File: config.mk
export PLATFORM = sky130hd
export DESIGN_NAME = sa22_feeder
export DESIGN_NICKNAME = d
export VERILOG_FILES = /design/src/rtl/sa_pkg.sv /design/src/rtl/sa_skew_line.sv /design/src/rtl/sa22_feeder.sv
export SDC_FILE = /design/constraint.sdc
export NUM_CORES = 1
export LEC_CHECK = 0
export BUFFER_PORTS_ARGS = -buffer_cell sky130_fd_sc_hd__buf_2
export CELL_PAD_IN_SITES_DETAIL_PLACEMENT = 1
export CELL_PAD_IN_SITES_GLOBAL_PLACEMENT = 2
export CORE_ASPECT_RATIO = 0.7
export CORE_MARGIN = 2
export CORE_UTILIZATION = 26
export DETAILED_ROUTE_END_ITERATION = 7
export PLACE_DENSITY = 0.92
export SLEW_MARGIN = 15
export SYNTH_ARGS = -nofsm -noshare
export SYNTH_HDL_FRONTEND = slang
export SYNTH_SLANG_ARGS = --single-unit
File: constraint.sdc
create_clock -name clk -period 2.8 [get_ports clk]
set_input_delay 0.14 -clock clk [delete_from_list [all_inputs] [get_ports clk]]
set_output_delay 0.14 -clock clk [all_outputs]
set_load 0.05 [all_outputs]
File: src/rtl/sa_pkg.sv
// Shared types and constants for the 2x2 systolic array feeder.
package sa_pkg;

  localparam int unsigned DATA_W_DEF = 16;

  typedef enum logic [1:0] {
    IDLE   = 2'd0,
    LOAD_W = 2'd1,
    STREAM = 2'd2,
    DRAIN  = 2'd3
  } state_e;

  // Weights shift down the columns, so the row-2 beat is sent first.
  localparam logic BEAT_ROW2 = 1'b0;
  localparam logic BEAT_ROW1 = 1'b1;

endpackage

File: src/rtl/sa_skew_line.sv
// N-stage register delay line with synchronous reset, used for the skew lanes.
module sa_skew_line #(
  parameter int unsigned W = 16,
  parameter int unsigned N = 1
) (
  input  logic         clk,
  input  logic         rst,
  input  logic [W-1:0] d_i,
  output logic [W-1:0] q_o
);

  logic [N-1:0][W-1:0] stage_q;

  always_ff @(posedge clk) begin
    if (rst) begin
      stage_q <= '0;
    end else begin
      stage_q[0] <= d_i;
      for (int i = int'(N) - 1; i > 0; i--) begin
        stage_q[i] <= stage_q[i-1];
      end
    end
  end

  assign q_o = stage_q[N-1];

endmodule

File: src/rtl/sa22_feeder.sv
// Weight loader and skewed activation sequencer for the 2x2 systolic array.
// Optional top-edge bias injection is compiled in with SA_FEEDER_BIAS_EN.
module sa22_feeder
  import sa_pkg::*;
#(
  parameter int unsigned DATA_W    = DATA_W_DEF,
  parameter int unsigned DRAIN_CYC = 4
) (
  input  logic              clk,
  input  logic              rst,
  input  logic              w_valid,
  output logic              w_ready,
  input  logic [DATA_W-1:0] w_data0,
  input  logic [DATA_W-1:0] w_data1,
`ifdef SA_FEEDER_BIAS_EN
  input  logic [DATA_W-1:0] b_data0,
  input  logic [DATA_W-1:0] b_data1,
`endif
  input  logic              a_valid,
  output logic              a_ready,
  input  logic              a_last,
  input  logic [DATA_W-1:0] a_data0,
  input  logic [DATA_W-1:0] a_data1,
  output logic [DATA_W-1:0] weight_in11,
  output logic [DATA_W-1:0] weight_in12,
  output logic              weight_en,
  output logic [DATA_W-1:0] activation_in11,
  output logic [DATA_W-1:0] activation_in21,
  output logic [DATA_W-1:0] partial_sum_in11,
  output logic [DATA_W-1:0] partial_sum_in12,
  output logic              busy,
  output logic              done
);

  localparam int unsigned CNT_W = (DRAIN_CYC > 2) ? $clog2(DRAIN_CYC) : 1;

  state_e            state_q, state_d;
  logic              beat_q, beat_d;
  logic [CNT_W-1:0]  cnt_q, cnt_d;
  logic              done_q, done_d;
  logic              busy_q, w_ready_q, a_ready_q;
  logic              we_q, we_d;
  logic [DATA_W-1:0] w0_q, w0_d, w1_q, w1_d;
  logic [DATA_W-1:0] lane_a_d, lane_b_d;
  logic              w_fire, a_fire;

  assign w_fire = w_valid && w_ready_q;
  assign a_fire = a_valid && a_ready_q;

  always_ff @(posedge clk) begin
    if (rst) begin
      state_q   <= IDLE;
      beat_q    <= BEAT_ROW2;
      cnt_q     <= '0;
      done_q    <= 1'b0;
      busy_q    <= 1'b0;
      w_ready_q <= 1'b0;
      a_ready_q <= 1'b0;
      we_q      <= 1'b0;
      w0_q      <= '0;
      w1_q      <= '0;
    end else begin
      state_q   <= state_d;
      beat_q    <= beat_d;
      cnt_q     <= cnt_d;
      done_q    <= done_d;
      busy_q    <= (state_d != IDLE);
      w_ready_q <= (state_d == IDLE) || (state_d == LOAD_W);
      a_ready_q <= (state_d == STREAM);
      we_q      <= we_d;
      w0_q      <= w0_d;
      w1_q      <= w1_d;
    end
  end

  always_comb begin
    state_d  = state_q;
    beat_d   = beat_q;
    cnt_d    = cnt_q;
    done_d   = 1'b0;
    we_d     = w_fire;
    w0_d     = w_fire ? w_data0 : w0_q;
    w1_d     = w_fire ? w_data1 : w1_q;
    lane_a_d = a_fire ? a_data0 : '0;
    lane_b_d = a_fire ? a_data1 : '0;

    case (state_q)
      IDLE: begin
        if (w_fire) begin
          state_d = LOAD_W;
          beat_d  = BEAT_ROW1;
        end
      end
      LOAD_W: begin
        if (w_fire) begin
          if (beat_q == BEAT_ROW1) begin
            state_d = STREAM;
            beat_d  = BEAT_ROW2;
          end else begin
            beat_d  = BEAT_ROW1;
          end
        end
      end
      STREAM: begin
        if (a_fire && a_last) begin
          state_d = DRAIN;
          cnt_d   = CNT_W'(DRAIN_CYC - 1);
        end
      end
      DRAIN: begin
        if (cnt_q == '0) begin
          state_d = IDLE;
          done_d  = 1'b1;
        end else begin
          cnt_d = cnt_q - CNT_W'(1);
        end
      end
      default: state_d = IDLE;
    endcase
  end

  // Row 2 lags row 1 by one cycle to form the diagonal wavefront.
  sa_skew_line #(.W(DATA_W), .N(1)) u_lane_a (
    .clk (clk), .rst (rst), .d_i (lane_a_d), .q_o (activation_in11)
  );
  sa_skew_line #(.W(DATA_W), .N(2)) u_lane_b (
    .clk (clk), .rst (rst), .d_i (lane_b_d), .q_o (activation_in21)
  );

`ifdef SA_FEEDER_BIAS_EN
  logic [DATA_W-1:0] b0_q, b1_q, p11_q, p12_q;
  logic              va_q, vb_q;

  sa_skew_line #(.W(1), .N(1)) u_valid_a (
    .clk (clk), .rst (rst), .d_i (a_fire), .q_o (va_q)
  );
  sa_skew_line #(.W(1), .N(2)) u_valid_b (
    .clk (clk), .rst (rst), .d_i (a_fire), .q_o (vb_q)
  );

  // Bias rides one cycle behind each lane's valid activation.
  always_ff @(posedge clk) begin
    if (rst) begin
      b0_q  <= '0;
      b1_q  <= '0;
      p11_q <= '0;
      p12_q <= '0;
    end else begin
      if (w_fire && (beat_q == BEAT_ROW1)) begin
        b0_q <= b_data0;
        b1_q <= b_data1;
      end
      p11_q <= va_q ? b0_q : '0;
      p12_q <= vb_q ? b1_q : '0;
    end
  end

  assign partial_sum_in11 = p11_q;
  assign partial_sum_in12 = p12_q;
`else
  assign partial_sum_in11 = '0;
  assign partial_sum_in12 = '0;
`endif

  assign w_ready     = w_ready_q;
  assign a_ready     = a_ready_q;
  assign weight_en   = we_q;
  assign weight_in11 = w0_q;
  assign weight_in12 = w1_q;
  assign busy        = busy_q;
  assign done        = done_q;

endmodule

==> impl_metrics.xml <==
<?xml version="1.0" encoding="UTF-8"?>
<metrics>
  <group name="run_status">
    <metric name="status" unit="">complete, no violations</metric>
  </group>
  <group name="yosys">
    <metric name="postSynthAreaPerCell" unit="um2">9.45</metric>
    <metric name="synth.cell_area" unit="um2">3160</metric>
    <metric name="synth-edff-count" unit="">0</metric>
    <metric name="synth.yosys.seq_area_share" unit="%">57.1</metric>
    <metric name="synth.ff_latch_count" unit="">90</metric>
    <metric name="post_synthesis_instance_total" unit="">334</metric>
    <metric name="ys.warnings.count" unit="">0</metric>
    <metric name="asyncSetResetFlopFracSynth" unit="%">0</metric>
    <metric name="synth.distinct_cells" unit="">27</metric>
    <metric name="synthFlopType" unit="">sky130_fd_sc_hd__dfxtp_1</metric>
  </group>
  <group name="setup_path">
    <metric name="cp_data_required_time" unit="ns">3.06</metric>
    <metric name="cell_with_the_largest_stage_delay_on_the_worst_path" unit="">sky130_fd_sc_hd__nand2_1</metric>
    <metric name="worstPathBufferInverterCount" unit="">0</metric>
    <metric name="timing.critical_path.cells" unit="">nand2_1 &gt; nand2_1 &gt; a21oi_1</metric>
    <metric name="critPathMostFrequentCell" unit="">sky130_fd_sc_hd__nand2_1</metric>
    <metric name="cp_data_arrival_time" unit="ns">1.82</metric>
    <metric name="critical_path.max_fanout" unit="">33</metric>
    <metric name="reg2reg_slack" unit="ns">1.24</metric>
    <metric name="crit_family" unit="">simple AND/OR/NAND/NOR gates</metric>
    <metric name="timing.critical_path.from_type" unit="">register</metric>
    <metric name="criticalPathCategory" unit="">register to register</metric>
    <metric name="critical_path.max_stage_delay" unit="ns">0.81</metric>
    <metric name="end_kind" unit="">register</metric>
  </group>
  <group name="clock_tree">
    <metric name="clk_latency" unit="ns">0.34</metric>
    <metric name="clock-root-buffer" unit="">sky130_fd_sc_hd__clkbuf_16</metric>
    <metric name="cts_buffers" unit="">9</metric>
    <metric name="clock_tree_from_tritoncts" unit="">done</metric>
    <metric name="cts_num_sinks" unit="">90</metric>
    <metric name="cts.reportedPaths.clkPinSlew" unit="ns">0.07</metric>
    <metric name="h-tree-depth" unit="">3</metric>
    <metric name="post-cts-setup-buffers" unit="">0</metric>
    <metric name="hold_buffers" unit="">27</metric>
    <metric name="post_cts.resized_instances" unit="">0</metric>
    <metric name="cts.path.max_buffers" unit="">2</metric>
  </group>
  <group name="global_routing">
    <metric name="global_route.usage.total" unit="%">11.9</metric>
    <metric name="grt-ovfl-total" unit="">0</metric>
    <metric name="gr-usage-met3" unit="%">5.85</metric>
    <metric name="grt_antenna_before_repair" unit="">0</metric>
    <metric name="gr-max-usage-layer" unit="">met2</metric>
    <metric name="wire_length_of_the_first_global_routing_pass" unit="um">12000</metric>
    <metric name="grt_util_met1" unit="%">12.0</metric>
    <metric name="grt_pass1_vias" unit="">2563</metric>
    <metric name="grt_start_max_net_pins" unit="">34</metric>
    <metric name="gr-usage-met2" unit="%">21.6</metric>
  </group>
  <group name="sta">
    <metric name="skew" unit="ns">0.00576</metric>
    <metric name="tns" unit="ns">0</metric>
    <metric name="rsz0062_at_grt" unit="">no</metric>
    <metric name="timing.max_slew.rel_slack" unit="%">26.4</metric>
    <metric name="period_minus_slack" unit="ns">1.56</metric>
    <metric name="finalWorstSetupSlack" unit="ns">1.24</metric>
    <metric name="hold_violation_total_from_the_final_report" unit="">0</metric>
    <metric name="period_share" unit="%">55.6</metric>
    <metric name="timing.fmax" unit="GHz">0.642</metric>
    <metric name="setup-violations-final" unit="">0</metric>
    <metric name="drv_slew" unit="">0</metric>
    <metric name="worst_max_slew_pin_slew" unit="ns">1.10</metric>
  </group>
  <group name="floorplan">
    <metric name="dieHeight" unit="um">96.2</metric>
    <metric name="start_util" unit="%">26.8</metric>
    <metric name="io_pins" unit="">170</metric>
    <metric name="die_width" unit="um">136</metric>
    <metric name="num_rows" unit="">33</metric>
    <metric name="floorplan.die_area" unit="um2">13000</metric>
    <metric name="fp.coreArea" unit="um2">11800</metric>
  </group>
  <group name="power_and_ir_drop">
    <metric name="total_switching_power" unit="mW">0.810</metric>
    <metric name="power.share.combinational" unit="%">11.9</metric>
    <metric name="clock_power_share" unit="%">43.3</metric>
    <metric name="p_sw_share" unit="%">27.5</metric>
    <metric name="p_leak" unit="nW">2.06</metric>
    <metric name="design_power_total" unit="mW">2.95</metric>
    <metric name="internal_power" unit="mW">2.14</metric>
    <metric name="share_seq_of_total_power" unit="%">44.8</metric>
    <metric name="power.ir.vdd_worst" unit="uV">305</metric>
    <metric name="power.density_cell_area" unit="nW/um2">683</metric>
  </group>
  <group name="detailed_routing">
    <metric name="antenna_violating_nets_post_route" unit="">0</metric>
    <metric name="drt-vias-per-instance" unit="">3.96</metric>
    <metric name="first_pass_iters" unit="">4</metric>
    <metric name="detailedRoute.firstIterationViolations" unit="">25</metric>
    <metric name="vias" unit="">2534</metric>
    <metric name="routed_wirelength" unit="um">7940</metric>
    <metric name="detail_route.wl_per_cell" unit="um">12.4</metric>
    <metric name="drcViolationCount" unit="">0</metric>
  </group>
  <group name="layout">
    <metric name="postLayoutCellArea" unit="um2">4320</metric>
    <metric name="post_route_cells_drive_above_1_share" unit="%">33.3</metric>
    <metric name="nNetsFinal" unit="">548</metric>
    <metric name="fillCellCount" unit="">1406</metric>
    <metric name="n_antenna_cell" unit="">0</metric>
    <metric name="area_delta_synth_final" unit="%">36.9</metric>
  </group>
  <group name="place">
    <metric name="gp_congestion" unit="">0.710</metric>
    <metric name="hpwl" unit="um">5450</metric>
    <metric name="dp_worst_setup_slack" unit="ns">1.18</metric>
    <metric name="buffer_ports.inserted" unit="">137</metric>
    <metric name="detailed_place.area" unit="um2">3730</metric>
  </group>
  <group name="flow_run">
    <metric name="max_cap_viol_count" unit="">0</metric>
  </group>
  <group name="worst_hold_path">
    <metric name="hp-class" unit="">input pin to register</metric>
  </group>
</metrics>
## worst paths after layout
check             cells past startpoint              end           startpoint
setup / recovery                      3   weight_in12[8]              w_ready
hold / removal                        2  u_lane_a.q_o[0]           a_data0[0]
setup reg to reg                      3   weight_in12[8]              w_ready
hold reg to reg                       1  u_lane_b.q_o[8]  u_lane_b.stage_q[8]
## power groups by stage
| stage | combinational (mW) | clock, mW | sequential [mW] |
|---|---|---|---|
| 2_1_floorplan | 0.189 | 0 | 1.43 |
| 3_3_place_gp | 0.316 | 0 | 1.35 |
| 3_5_place_dp | 0.321 | 0 | 1.35 |
| 4_1_cts | 0.350 | 1.32 | 1.32 |
| 5_1_grt | 0.374 | 1.38 | 1.32 |
| 6_report | 0.351 | 1.28 | 1.32 |
## layer usage
metal / up-vias / wire [um]
li1: 1255 / -
met1: 1158 / 3150
met2: 110 / 3830
met3: 11 / 857
met4: 0 / 91
met5: - / 0
## sequential cells by signal (all words and copies together), names as in the netlist, 2 cells and up
signal and count:
cnt_q 2, state_q 2, u_lane_a.q_o 16, u_lane_b.q_o 16, u_lane_b.stage_q 16, weight_in11 16
weight_in12 16
## cell usage in the layout, fill, tap and decap left out, types with 5 or more instances in the layout
cell type                       instances
sky130_fd_sc_hd__dfxtp_1               90
sky130_fd_sc_hd__conb_1                32
sky130_fd_sc_hd__nor2b_1               17
sky130_fd_sc_hd__nand2_1               66
sky130_fd_sc_hd__dlygate4sd3_1         27
sky130_fd_sc_hd__clkbuf_16              9
sky130_fd_sc_hd__a21oi_1               36
sky130_fd_sc_hd__nor2_1                 5
sky130_fd_sc_hd__buf_2                137
sky130_fd_sc_hd__and2_1                33
## cell usage after synthesis, types with 2 or more instances
cell type,number,area [um2]
sky130_fd_sc_hd__o21ai_0,2,10.0
sky130_fd_sc_hd__a21oi_1,36,180
sky130_fd_sc_hd__and2_1,33,206
sky130_fd_sc_hd__dfxtp_1,90,1800
sky130_fd_sc_hd__nand2_1,66,248
sky130_fd_sc_hd__clkbuf_1,7,26.3
sky130_fd_sc_hd__nand2b_1,2,12.5
sky130_fd_sc_hd__buf_2,6,30.0
sky130_fd_sc_hd__nor2_1,5,18.8
sky130_fd_sc_hd__nor2b_1,17,106
sky130_fd_sc_hd__buf_4,51,383
sky130_fd_sc_hd__inv_1,3,11.3
sky130_fd_sc_hd__nor3_1,2,10.0
## cell type report
cell class / count / area (um2) / share of cell area (%)
flip-flops and latches: 90 / 1800 / 41.7
multi-input cells: 207 / 1010 / 23.5
repair buffers: 167 / 978 / 22.6
clock buffers: 10 / 239 / 5.53
well taps: 157 / 196 / 4.55
clock inverters: 6 / 78.8 / 1.82
inverters: 3 / 11.3 / 0.261
## cells by family after synthesis
| kind of cell | count (synthesis) | share of synthesized area (%) |
|---|---|---|
| buf+inv | 68 | 14.4 |
| compound gates | 43 | 7.26 |
| fa+ha+maj | 1 | 0.396 |
| other cells | 1 | 0.119 |
| flops | 90 | 57.1 |
| simple gates | 131 | 20.7 |
## stage by stage
stage	std cells	hold WS, ns	util, %
floorplan	365	0.262	-
global placement	597	0.338	31.7
detailed placement	597	0.343	31.7
CTS	640	0.000700	36.7
global route	640	0.0109	36.7
finish	640	0.0192	36.7
(Power assumes the default switching activity.)
